File: config.mk
export PLATFORM = sky130hd
export DESIGN_NAME = ad9516_cfg_sched
export DESIGN_NICKNAME = d
export VERILOG_FILES = /design/src/rtl/ad9516_cfg_sched.sv
export SDC_FILE = /design/constraint.sdc
export NUM_CORES = 1
export LEC_CHECK = 0
export BUFFER_PORTS_ARGS = -buffer_cell sky130_fd_sc_hd__buf_2
export CORE_MARGIN = 2
export CORE_UTILIZATION = 58
export CTS_BUF_LIST = sky130_fd_sc_hd__clkbuf_4
export CTS_CLUSTER_DIAMETER = 60
export CTS_CLUSTER_SIZE = 8
export DETAILED_ROUTE_END_ITERATION = 8
export GPL_ROUTABILITY_DRIVEN = 0
export PLACE_DENSITY = 0.9
export SLEW_MARGIN = 20
export SYNTH_ARGS = -nofsm -noshare
export SYNTH_HDL_FRONTEND = slang
export SYNTH_SLANG_ARGS = --single-unit
File: constraint.sdc
create_clock -name clk -period 7.1 [get_ports clk]
set_input_delay 0.71 -clock clk [delete_from_list [all_inputs] [get_ports clk]]
set_output_delay 0.71 -clock clk [all_outputs]
set_load 0.05 [all_outputs]
File: src/rtl/ad9516_cfg_sched.sv
// AD9516 configuration scheduler: ROM walk, IO update, PLL lock poll,
// then CPU register access, all over one shared SPI engine.
module ad9516_cfg_sched #(
  parameter int          ROM_AW        = 7,
  parameter int          SETTLE_CYCLES = 1000,
  parameter int          POLL_GAP      = 256,
  parameter int          POLL_MAX      = 16,
  parameter logic [12:0] LOCK_REG      = 13'h01F,
  parameter int          LOCK_BIT      = 0,
  parameter logic [12:0] UPDATE_REG    = 13'h232
) (
  input  logic              clk,
  input  logic              rst,
  input  logic              start,
  output logic [ROM_AW-1:0] rom_addr,
  input  logic [23:0]       rom_data,
  input  logic              rom_end,
  output logic              spi_req,
  output logic [23:0]       spi_word,
  input  logic              spi_ack,
  input  logic              spi_done,
  input  logic [7:0]        spi_rdata,
  input  logic              cpu_req,
  input  logic              cpu_we,
  input  logic [12:0]       cpu_addr,
  input  logic [7:0]        cpu_wdata,
  output logic              cpu_ack,
  output logic [7:0]        cpu_rdata,
  output logic              busy,
  output logic              cfg_done,
  output logic              cfg_error,
  output logic              pll_locked
);

  localparam int TMAX =
    (SETTLE_CYCLES > POLL_GAP) ? SETTLE_CYCLES : POLL_GAP;
  localparam int TW = $clog2(TMAX + 1);
  localparam int PW = $clog2(POLL_MAX + 1);

  typedef enum logic [3:0] {
    S_IDLE, S_FETCH, S_LATCH, S_ISSUE,
    S_WAIT_DONE, S_UPDATE, S_SETTLE, S_POLL,
    S_POLL_GAP, S_READY, S_ERROR
  } state_t;

  typedef enum logic [1:0] {
    O_ROM, O_UPD, O_POLL, O_CPU
  } origin_t;

  state_t            state, state_d;
  origin_t           origin, origin_d;
  logic              home, home_d;
  logic [ROM_AW-1:0] rom_addr_d;
  logic              wrap, wrap_d;
  logic              spi_req_d;
  logic [23:0]       spi_word_d;
  logic              cpu_ack_d;
  logic [7:0]        cpu_rdata_d;
  logic              busy_d, cfg_done_d;
  logic              cfg_error_d, pll_locked_d;
  logic [TW-1:0]     timer, timer_d;
  logic [PW-1:0]     poll_cnt, poll_cnt_d;
  logic              pend, pend_d;
  logic              armed, armed_d;
  logic              restart;

  always_comb begin
    state_d      = state;
    origin_d     = origin;
    home_d       = home;
    rom_addr_d   = rom_addr;
    wrap_d       = wrap;
    spi_req_d    = spi_req;
    spi_word_d   = spi_word;
    cpu_ack_d    = 1'b0;
    cpu_rdata_d  = cpu_rdata;
    busy_d       = busy;
    cfg_done_d   = cfg_done;
    cfg_error_d  = cfg_error;
    pll_locked_d = pll_locked;
    timer_d      = timer;
    poll_cnt_d   = poll_cnt;
    pend_d       = pend;
    armed_d      = armed | ~cpu_req;
    restart      = 1'b0;
    unique case (state)
      S_IDLE: restart = start;
      S_FETCH: state_d = S_LATCH;
      S_LATCH: begin
        if (rom_end) begin
          state_d = S_UPDATE;
        end else begin
          spi_word_d = rom_data;
          spi_req_d  = 1'b1;
          rom_addr_d = rom_addr + 1'b1;
          wrap_d     = &rom_addr;
          origin_d   = O_ROM;
          state_d    = S_ISSUE;
        end
      end
      S_ISSUE: begin
        if (spi_ack) begin
          spi_req_d = 1'b0;
          state_d   = S_WAIT_DONE;
        end
      end
      S_WAIT_DONE: begin
        if (spi_done) begin
          unique case (origin)
            O_ROM: begin
              if (wrap) begin
                state_d     = S_ERROR;
                home_d      = 1'b1;
                cfg_error_d = 1'b1;
                busy_d      = 1'b0;
              end else begin
                state_d = S_FETCH;
              end
            end
            O_UPD: begin
              state_d = S_SETTLE;
              timer_d = '0;
            end
            O_POLL: begin
              pll_locked_d = spi_rdata[LOCK_BIT];
              if (spi_rdata[LOCK_BIT]) begin
                state_d    = S_READY;
                home_d     = 1'b0;
                cfg_done_d = 1'b1;
                busy_d     = 1'b0;
              end else if (poll_cnt == PW'(POLL_MAX)) begin
                state_d     = S_ERROR;
                home_d      = 1'b1;
                cfg_error_d = 1'b1;
                busy_d      = 1'b0;
              end else begin
                state_d = S_POLL_GAP;
                timer_d = '0;
              end
            end
            O_CPU: begin
              cpu_ack_d = 1'b1;
              armed_d   = 1'b0;
              if (spi_word[23])
                cpu_rdata_d = spi_rdata;
              state_d = home ? S_ERROR : S_READY;
              restart = pend | start;
            end
            default: state_d = S_IDLE;
          endcase
        end
      end
      S_UPDATE: begin
        spi_word_d = {1'b0, 2'b00, UPDATE_REG, 8'h01};
        spi_req_d  = 1'b1;
        origin_d   = O_UPD;
        state_d    = S_ISSUE;
      end
      S_SETTLE: begin
        if (timer == TW'(SETTLE_CYCLES - 1))
          state_d = S_POLL;
        else
          timer_d = timer + 1'b1;
      end
      S_POLL: begin
        spi_word_d = {1'b1, 2'b00, LOCK_REG, 8'h00};
        spi_req_d  = 1'b1;
        poll_cnt_d = poll_cnt + 1'b1;
        origin_d   = O_POLL;
        state_d    = S_ISSUE;
      end
      S_POLL_GAP: begin
        if (timer == TW'(POLL_GAP - 1))
          state_d = S_POLL;
        else
          timer_d = timer + 1'b1;
      end
      S_READY, S_ERROR: begin
        if (start) begin
          restart = 1'b1;
        end else if (cpu_req && armed) begin
          spi_word_d = {~cpu_we, 2'b00, cpu_addr, cpu_wdata};
          spi_req_d  = 1'b1;
          origin_d   = O_CPU;
          state_d    = S_ISSUE;
        end
      end
      default: state_d = S_IDLE;
    endcase
    // A start that lands on an in-flight CPU access waits for its ack.
    if (start && origin == O_CPU &&
        state inside {S_ISSUE, S_WAIT_DONE})
      pend_d = 1'b1;
    if (restart) begin
      state_d     = S_FETCH;
      rom_addr_d  = '0;
      wrap_d      = 1'b0;
      busy_d      = 1'b1;
      cfg_done_d  = 1'b0;
      cfg_error_d = 1'b0;
      poll_cnt_d  = '0;
      pend_d      = 1'b0;
    end
  end

  always_ff @(posedge clk) begin
    if (rst) begin
      state      <= S_IDLE;
      origin     <= O_ROM;
      home       <= 1'b0;
      rom_addr   <= '0;
      wrap       <= 1'b0;
      spi_req    <= 1'b0;
      spi_word   <= '0;
      cpu_ack    <= 1'b0;
      cpu_rdata  <= '0;
      busy       <= 1'b0;
      cfg_done   <= 1'b0;
      cfg_error  <= 1'b0;
      pll_locked <= 1'b0;
      timer      <= '0;
      poll_cnt   <= '0;
      pend       <= 1'b0;
      armed      <= 1'b1;
    end else begin
      state      <= state_d;
      origin     <= origin_d;
      home       <= home_d;
      rom_addr   <= rom_addr_d;
      wrap       <= wrap_d;
      spi_req    <= spi_req_d;
      spi_word   <= spi_word_d;
      cpu_ack    <= cpu_ack_d;
      cpu_rdata  <= cpu_rdata_d;
      busy       <= busy_d;
      cfg_done   <= cfg_done_d;
      cfg_error  <= cfg_error_d;
      pll_locked <= pll_locked_d;
      timer      <= timer_d;
      poll_cnt   <= poll_cnt_d;
      pend       <= pend_d;
      armed      <= armed_d;
    end
  end

endmodule

==> impl_metrics.ini, run 1 <==
[run_status]
status = complete, no violations

[timing]
min_period_ps = 3000
fin_setup_tns_ps = 0
worst_hold_slack_ps = 461
maxSlewViolCount = 0
setup_viol = 0
rsz0062_at_grt = false
slew_headroom = 0.382
fmax_mhz = 334
fin_crit_sh = 0.422
clock_skew_ps = 14.0
max_slew.worst_pin.slew_ps = 919
worst_slack_ps = 4100
final-hold-violation-count = 0

[synthesis]
synth-edff-count = 0
syn-cell-area_um2 = 3690
syn_nets = 509
ys_seq_area_frac = 0.380
yosys_warnings = 0
yosys.area_share.simple = 0.281
synth_flop_cell = dfxtp_1
synth-compound-area-share = 0.204
yosysTopAreaCell = dfxtp_1
synth_top_area_frac = 0.380
ys_ff_latch = 70
synth_xor_area_frac = 0.0261
synthCells = 444
yosys-mux-area-fraction = 0.0488
avgSynthCellArea_um2 = 8.32
synthArstFlopShare = 0
synth_fa_ha_area_frac = 0.0136
ys_types = 59
synthTopCellsByArea = dfxtp_1 (38%), nor2_1 (6.6%), mux2i_1 (4.9%)
synth_top_family_by_area = simple AND/OR/NAND/NOR gates

[global_route]
grt_pass1_wl_mm = 15.5
grt_antenna_before_repair = 0
gr-total-overflow = 0
grt_pass1_vias = 3449
grt_usage = 0.265
grt_max_degree = 50

[critical_path]
cp.depth = 6
rr_startpoint = state[2]$_SDFFE_PP0P_
crit_fanout = 49
worst-r2r-cell-count = 6
cp_cell_sequence = nand3b_1 > o31ai_1 > a21o_1 > buf_4 > nand2b_1 > o32ai_1
slowest_stage = dfxtp_1
cp-endpoint = spi_word[17]$_SDFFE_PP0P_
critPathLaunch = state[2]$_SDFFE_PP0P_
crit_family = flip-flops
cp_slowest_stage_delay_ps = 930
rrSetupSlack_ps = 4100
start_kind = flop
critPathCaptureType = flop
critPathArrivalTime_ps = 3340
worstPathRequired_ps = 7440
rr_endpoint = spi_word[17]$_SDFFE_PP0P_
worstSetupPathType = flop to flop
critPathBufInv = 1

[worst_hold_path]
min_path_type = flop to flop
min_from = cfg_done$_SDFFE_PP0P_

[routing]
dr.max_layer_used = met4
met3_length_um = 642
wl_per_cell_um = 15.2
drt_wl_total_mm = 9.28
met2_length_mm = 4.42
vias_per_cell = 6.14
first_pass_iters = 5
drt_iter0_drc = 432
num_vias = 3740
wl_met1_mm = 4.03
ant_nets = 0
drc = 0

[floorplan]
die_w_um = 83.8
die_h_um = 83.8
core_um2 = 6240
dieArea_um2 = 7020
io_pins = 106
start_util = 0.592
num_rows = 29

[cts]
h-tree-depth = 3
cts.sink_count = 70
hold_buffers = 0
cts_buffers = 9
path_clk_slew_ps = 120
cts_tree = done
cts_buffer_depth = 2
cts_resized = 0
worstSkewPairLatency_ps = 420
cts_setup_buffers = 0
root_buffer = clkbuf_4

[final_layout]
layout-drive-gt1-share = 0.242
fin_nets = 593
syn_to_final_growth_pct = 17.7
fillCellCount = 501
num_antenna_cells = 0

[pwr]
peakVddDrop_uv = 146
p_leak_nw = 1.78
power-per-cell-area_nw_per_um2 = 215

[place]
post-place-ws_ps = 4190
dpl.hpwl_mm = 6.41
port_buffers = 105

[flow_run]
cap_violations = 0
[synthesized netlist by cell type (all sizes together), types with 7 or more instances]
cell	number
nand2	28
nand4	11
nor2	65
inv	9
a211oi	7
mux2i	18
dfxtp	70
nand2b	18
a311oi	16
a21oi	22
buf	9
nand3	24
o21ai	14
clkbuf	24
xor2	7
[worst min-delay path by stage]
stage / to / slack, ps / cells past startpoint
after floorplan: pend$_SDFFE_PP0P_ / 440 / 2
after global routing: spi_req$_SDFFE_PP0P_ / 480 / 2
after CTS: cfg_done$_SDFFE_PP0P_ / 460 / 2
after detailed placement: cfg_done$_SDFFE_PP0P_ / 430 / 2
after global placement: cfg_done$_SDFFE_PP0P_ / 430 / 2
final: cfg_done$_SDFFE_PP0P_ / 460 / 2
[metrics by stage]
step / power (W) / util / cells / area (um^2)
after global routing: 0.000975 / 0.696 / 609 / 4350
after CTS: 0.000931 / 0.695 / 609 / 4340
after detailed placement: 0.000647 / 0.671 / 594 / 4190
final: 0.000933 / 0.696 / 609 / 4350
after floorplan: 0.000597 / - / 444 / 3690
after global placement: 0.000641 / 0.671 / 594 / 4190
[metal layers]
layer | vias up | GRT usage
met5 | - | 0
met4 | 0 | 0.103
met3 | 23 | 0.0465
met2 | 165 | 0.441
met1 | 1753 | 0.343
li1 | 1799 | -
[cell usage in the layout, fill, tap and decap left out, types with 5 or more instances in the layout]
cell / Yosys / layout
buf_2: 2 / 105
dfxtp_1: 70 / 70
nor2_1: 65 / 65
nand2_1: 28 / 28
nand3_1: 24 / 24
a21oi_1: 22 / 22
nand2b_1: 18 / 18
mux2i_1: 18 / 18
a311oi_1: 16 / 16
o21ai_0: 14 / 14
nand4_1: 11 / 11
inv_1: 9 / 9
clkbuf_4: 0 / 9
xor2_1: 7 / 7
o22a_1: 6 / 6
a21o_1: 5 / 5
a21boi_0: 5 / 5
nand3b_1: 5 / 5
a211oi_1: 6 / 5
[sequential cells by signal, summed over array words and instances, names as in the netlist]
| register | flops |
|---|---|
| origin | 2 |
| home | 1 |
| armed | 1 |
| state | 4 |
| cfg_error | 1 |
| spi_req | 1 |
| pend | 1 |
| poll_cnt | 5 |
| cpu_rdata | 8 |
| busy | 1 |
| spi_word | 24 |
| cfg_done | 1 |
| wrap | 1 |
| cpu_ack | 1 |
| pll_locked | 1 |
| rom_addr | 7 |
| timer | 10 |
[cells by family (layout without fill, tap and decap cells)]
group,Yosys count,in the layout
compound gates,105,105
flops,70,70
xor+xnor,11,11
mux,18,18
simple gates,194,194
buf+inv,42,130
fa+ha+maj,4,4
[worst min-delay path: stages, from the launching register on]
cell	delay, ps
dfxtp_1	330
inv_1	50
a21oi_1	50
[final cells by class]
cell class	instances	area (um^2)	share of cell area
clock inverter	6	86.3	0.0199
timing repair buffer	106	533	0.123
multi-input combinational	332	2130	0.490
sequential	70	1400	0.322
clock buffer	9	67.6	0.0155
inverter	9	33.8	0.00777
tap	77	96.3	0.0222
[report_power, final]
part	switching, W	leakage [nW]	internal, W
Clock	0.000147	0.0822	0.000141
Sequential	0.0000288	0.565	0.000411
Combinational	0.000135	1.13	0.0000693
Note: power is estimated with default switching activity, not from simulation.
==> run 2, diff against run 1 <==
CORE_UTILIZATION = 54   (was 58)
PLACE_DENSITY = 0.85   (was 0.9)
clock period = 3.05 ns   (was 7.1 ns; I/O delays follow)
==> run 2 against run 1 <==
Compared with the run above: power grew 140%; sequential power grew 130%; non-clock buffer count grew 11; first-iteration DRC count shrank 32%; via count is essentially flat; global-route usage shrank 1.3 points.
==> impl_metrics.ini, run 2 (synthesis gave the netlist of run 1 again) <==
[final_layout]
syn_to_final_growth_pct = 20.4
final_common_cell = buf_2
regMostFlops = spi_word
top_regs = spi_word (24), timer (10), cpu_rdata (8)
num_antenna_cells = 0
layout_common_cells = buf_2 (105), dfxtp_1 (70), nor2_1 (65), nand2_1 (28), nand3_1 (24)
fin_nets = 604
layout-drive-gt1-share = 0.259
largest_reg_flops = 24
stdcell_count = 624

[place]
port_buffers = 105
dp_cells = 608
dpl.hpwl_mm = 6.90
post-place-ws_ps = 592

[flow_run]
cap_violations = 0

[timing]
fmax_mhz = 395
setup_viol = 0
fin_setup_tns_ps = 0
max_slew.worst_pin.slew_ps = 810
final-hold-violation-count = 0
worst_slack_ps = 521
maxSlewViolCount = 0
rsz0062_at_grt = false
min_period_ps = 2530
clock_skew_ps = 21.7
fin_crit_sh = 0.829
slew_headroom = 0.460

[global_route]
grt_usage = 0.252
met3_usage = 0.0524
grt_antenna_before_repair = 0
grt_max_degree = 47
grt_pass1_wl_mm = 15.3
met2_usage = 0.413
grt-busiest-layer = met2
use_met1 = 0.311
grt_pass1_vias = 3424
gr-total-overflow = 0

[routing]
vias_per_cell = 5.99
first_pass_iters = 5
wl_per_cell_um = 15.6
ant_nets = 0
drc = 0
drt_iter0_drc = 293
drt_wl_total_mm = 9.71
num_vias = 3739

[cts]
worstSkewPairLatency_ps = 430
cts_buffer_depth = 2
cts_resized = 0
cts_buffers = 9
cts_tree = done
h-tree-depth = 3
cts_setup_buffers = 0
hold_buffers = 0
path_clk_slew_ps = 130
cts.sink_count = 70
root_buffer = clkbuf_4

[critical_path]
worstSetupPathType = flop to flop
worstPathRequired_ps = 3400
critPathArrivalTime_ps = 2880
start_kind = flop
crit_fanout = 17
critPathCaptureType = flop

[pwr]
peakVddDrop_uv = 244
p_leak_nw = 1.84
total_power_w = 0.00224
power-per-cell-area_nw_per_um2 = 504

[floorplan]
die_h_um = 86.7
die_w_um = 86.7
num_rows = 30
io_pins = 106
core_um2 = 6720
dieArea_um2 = 7520
start_util = 0.550

[run_status]
status = complete, no violations

[worst_hold_path]
min_path_type = input port to flop
[run 2: cell count changes in the layout (fill, tap and decap cells not counted)]
cell,previous run,this run
a211oi_4,1,0
a211oi_2,1,2
clkinv_4,0,1
inv_6,1,2
inv_8,0,1
buf_4,1,12
clkinv_2,2,0
[run 2: worst max-delay path: stages (launching register included)]
cell      delay (ps)
dfxtp_1          500
or4b_4           640
nor4_4           420
a211oi_2         190
or4_1            550
a21boi_0         170
[run 2: area by class of cell]
cell class	count	area [um^2]
inverter	9	33.8
multi-input combinational	332	2120
tap	80	100
clock inverter	7	105
timing repair buffer	117	616
clock buffer	9	67.6
fill	548	2270
sequential	70	1400
[run 2: path summary, 6_finish.rpt]
kind	start	end	slack [ps]	cells past startpoint
setup reg to reg	state[1]$_SDFFE_PP0P_	timer[3]$_SDFFE_PP0P_	520	5
hold / removal	spi_ack	spi_req$_SDFFE_PP0P_	60	2
hold reg to reg	spi_word[22]$_SDFFE_PP0P_	spi_word[22]$_SDFFE_PP0P_	480	2
setup / recovery	state[1]$_SDFFE_PP0P_	timer[3]$_SDFFE_PP0P_	520	5
[run 2: power by group]
group	leakage (nW)	switching, W	internal, W
Combinational	1.19	0.000336	0.000174
Sequential	0.565	0.0000439	0.000958
Clock	0.0891	0.000380	0.000345
[run 2: per-layer routing]
metal / vias up / share of wire
met5: - / 0
met4: 0 / 0.032
met3: 36 / 0.059
met2: 148 / 0.48
met1: 1733 / 0.43
li1: 1822 / -
[run 2: through the flow]
stage               cell area [um^2]  utilization  hold WS, ps
finish                          4440        0.661         57.5
global route                    4440        0.661         65.0
CTS                             4440        0.661         55.4
detailed placement              4270        0.636          461
global placement                4270        0.636          433
floorplan                       3690            -          402
==> run 3, diff against run 2 <==
ABC_AREA = 1   (was unset)
CORE_UTILIZATION = 48   (was 54)
PLACE_DENSITY = 0.8   (was 0.85)
clock period = 2.2 ns   (was 3.05 ns; I/O delays follow)
==> run 3 against run 2 <==
Compared with the run above: global-route usage decreased by 2.4 points; non-clock buffer count is 9 lower; largest power group is now combinational logic; critical path type unchanged; critical path depth grew 6; cell count is 22% higher.
==> impl_metrics.ini, run 3 <==
[run_status]
status = complete, no violations

[pwr]
total_power_w = 0.00502
peakVddDrop_uv = 501
p_leak_nw = 2.15
power-per-cell-area_nw_per_um2 = 1160

[synthesis]
synth-edff-count = 0
syn-cell-area_um2 = 3590
synth-compound-area-share = 0.129
yosys-mux-area-fraction = 0
synth_flop_cell = dfxtp_1
ys_ff_latch = 70
avgSynthCellArea_um2 = 6.48
synth.most_common_cell = nand2_1
syn_nets = 619
ys_types = 31
yosysTopAreaCell = dfxtp_1
synth_top_area_frac = 0.391
synthTopCellsByArea = dfxtp_1 (39%), nand2_1 (13%), nor2_1 (13%)
ys_seq_area_frac = 0.391
synth_top_family_by_area = simple AND/OR/NAND/NOR gates
yosys_warnings = 0
yosys.area_share.simple = 0.358
synth_fa_ha_area_frac = 0.0140
synth_xor_area_frac = 0.0220
synth_commonest_cells = nand2_1 (128), nor2_1 (123), dfxtp_1 (70)
synthArstFlopShare = 0
synthCells = 554

[routing]
drt_iter0_drc = 202
drc = 0
ant_nets = 0
first_pass_iters = 5
vias_per_cell = 5.06
wl_per_cell_um = 12.0
num_vias = 3857
drt_wl_total_mm = 9.17

[timing]
fin_setup_tns_ps = 0
clock_skew_ps = 13.4
slew_headroom = 0.722
setup_viol = 0
fin_crit_sh = 0.850
maxSlewViolCount = 0
max_slew.worst_pin.slew_ps = 416
final-hold-violation-count = 0
min_period_ps = 1870
rsz0062_at_grt = false
fmax_mhz = 535

[cts]
worstSkewPairLatency_ps = 420
cts_resized = 0
cts_tree = done
cts.sink_count = 70
root_buffer = clkbuf_4
h-tree-depth = 3
cts_setup_buffers = 0
cts_buffer_depth = 2
cts_buffers = 9
path_clk_slew_ps = 110
hold_buffers = 0

[final_layout]
final_common_cell = nand2_1
regMostFlops = spi_word
multi_input_area_um2 = 1870
largest_reg_flops = 24
layout-drive-gt1-share = 0.228
top_regs = spi_word (24), timer (10), cpu_rdata (8)
syn_to_final_growth_pct = 20.8
seqCellArea_um2 = 1400
num_antenna_cells = 0
fin_nets = 724
layout_common_cells = nand2_1 (128), nor2_1 (123), buf_2 (105), dfxtp_1 (70), o21ai_0 (55)
fillCellCount = 691

[global_route]
gr-total-overflow = 0
grt_usage = 0.228
grt_antenna_before_repair = 0
grt_max_degree = 39
grt_pass1_vias = 3566
grt_pass1_wl_mm = 15.5

[critical_path]
critPathCaptureType = flop
crit_family = simple AND/OR/NAND/NOR gates
critPathArrivalTime_ps = 2220
worstSetupPathType = flop to flop
crit_fanout = 6
cp_slowest_stage_delay_ps = 430
start_kind = flop
worstPathRequired_ps = 2550
critPathBufInv = 0
cp_common_cell = nand2_1
slowest_stage = dfxtp_1
cp_cell_sequence = ha_1 > nand2_1 > nor2_2 > nand2_1 > nand2_1 > nand2_1 > nor2_1 > nand2_1 > nand2_1 > nand2_1 > nor2_1

[floorplan]
io_pins = 106
start_util = 0.495
core_um2 = 7250
dieArea_um2 = 8180
num_rows = 31
die_w_um = 90.5
die_h_um = 90.5

[worst_hold_path]
min_path_type = input port to flop

[place]
dpl.hpwl_mm = 6.83
port_buffers = 105

[flow_run]
cap_violations = 0
-- run 3: cell types whose count changed after synthesis, moves of 6 or more --
cell      delta
a21oi_1      +8
o21ai_0     +41
nor2_2       +6
nand2_2      +6
o22a_1       -6
nand2b_1    -18
nor2_1      +58
clkbuf_1    -19
inv_2        +8
mux2i_1     -18
nand2_1    +100
inv_1       +43
a211oi_1     -6
a311oi_1    -16
-- run 3: cell families (layout without fill, tap and decap cells) --
group,Yosys count,after routing
AND/OR/NAND/NOR,306,306
AO/OA/AOI/OAI,90,90
buffers and inverters,75,184
flip-flops,70,70
XOR/XNOR,9,9
adder cells (fa/ha/maj),4,4
-- run 3: per-layer routing --
metal  part of all wire  track usage  vias up
met5                  0            0        -
met4              0.025        0.104        0
met1               0.43        0.273     1726
met2               0.47        0.396      147
met3              0.065       0.0434       25
li1                   -            -     1959
-- run 3: final timing paths --
check	start	end	slack [ps]	cells after the start
worst min-delay path	cpu_req	armed$_SDFF_PP1_	40	2
worst max register to register	timer[0]$_SDFFE_PP0P_	state[1]$_SDFFE_PP0P_	330	11
worst max-delay path	timer[0]$_SDFFE_PP0P_	state[1]$_SDFFE_PP0P_	330	11
worst min register to register	cfg_done$_SDFFE_PP0P_	cfg_done$_SDFFE_PP0P_	450	2
-- run 3: power breakdown --
| group | internal [W] | switching (W) | leakage [nW] |
|---|---|---|---|
| logic | 0.000582 | 0.00177 | 1.50 |
| registers | 0.00156 | 0.000200 | 0.568 |
| clock network | 0.000480 | 0.000435 | 0.0846 |
-- run 3: area by class of cell --
cell class,count,share of cell area
clock buffers,11,0.0191
clock inverters,4,0.0167
inverters,61,0.0534
multi-input cells,409,0.432
flip-flops and latches,70,0.323
well taps,99,0.0286
repair buffers,108,0.126
-- run 3: per-stage QoR --
step	hold WS [ps]	cell area, um^2	worst slack (ps)	std cells	util
floorplan	289	3590	594	554	-
global placement	440	4180	437	747	0.576
detailed placement	438	4180	350	747	0.576
CTS	32.7	4330	323	762	0.597
global route	25.7	4330	27.1	762	0.597
finish	40.6	4330	330	762	0.597
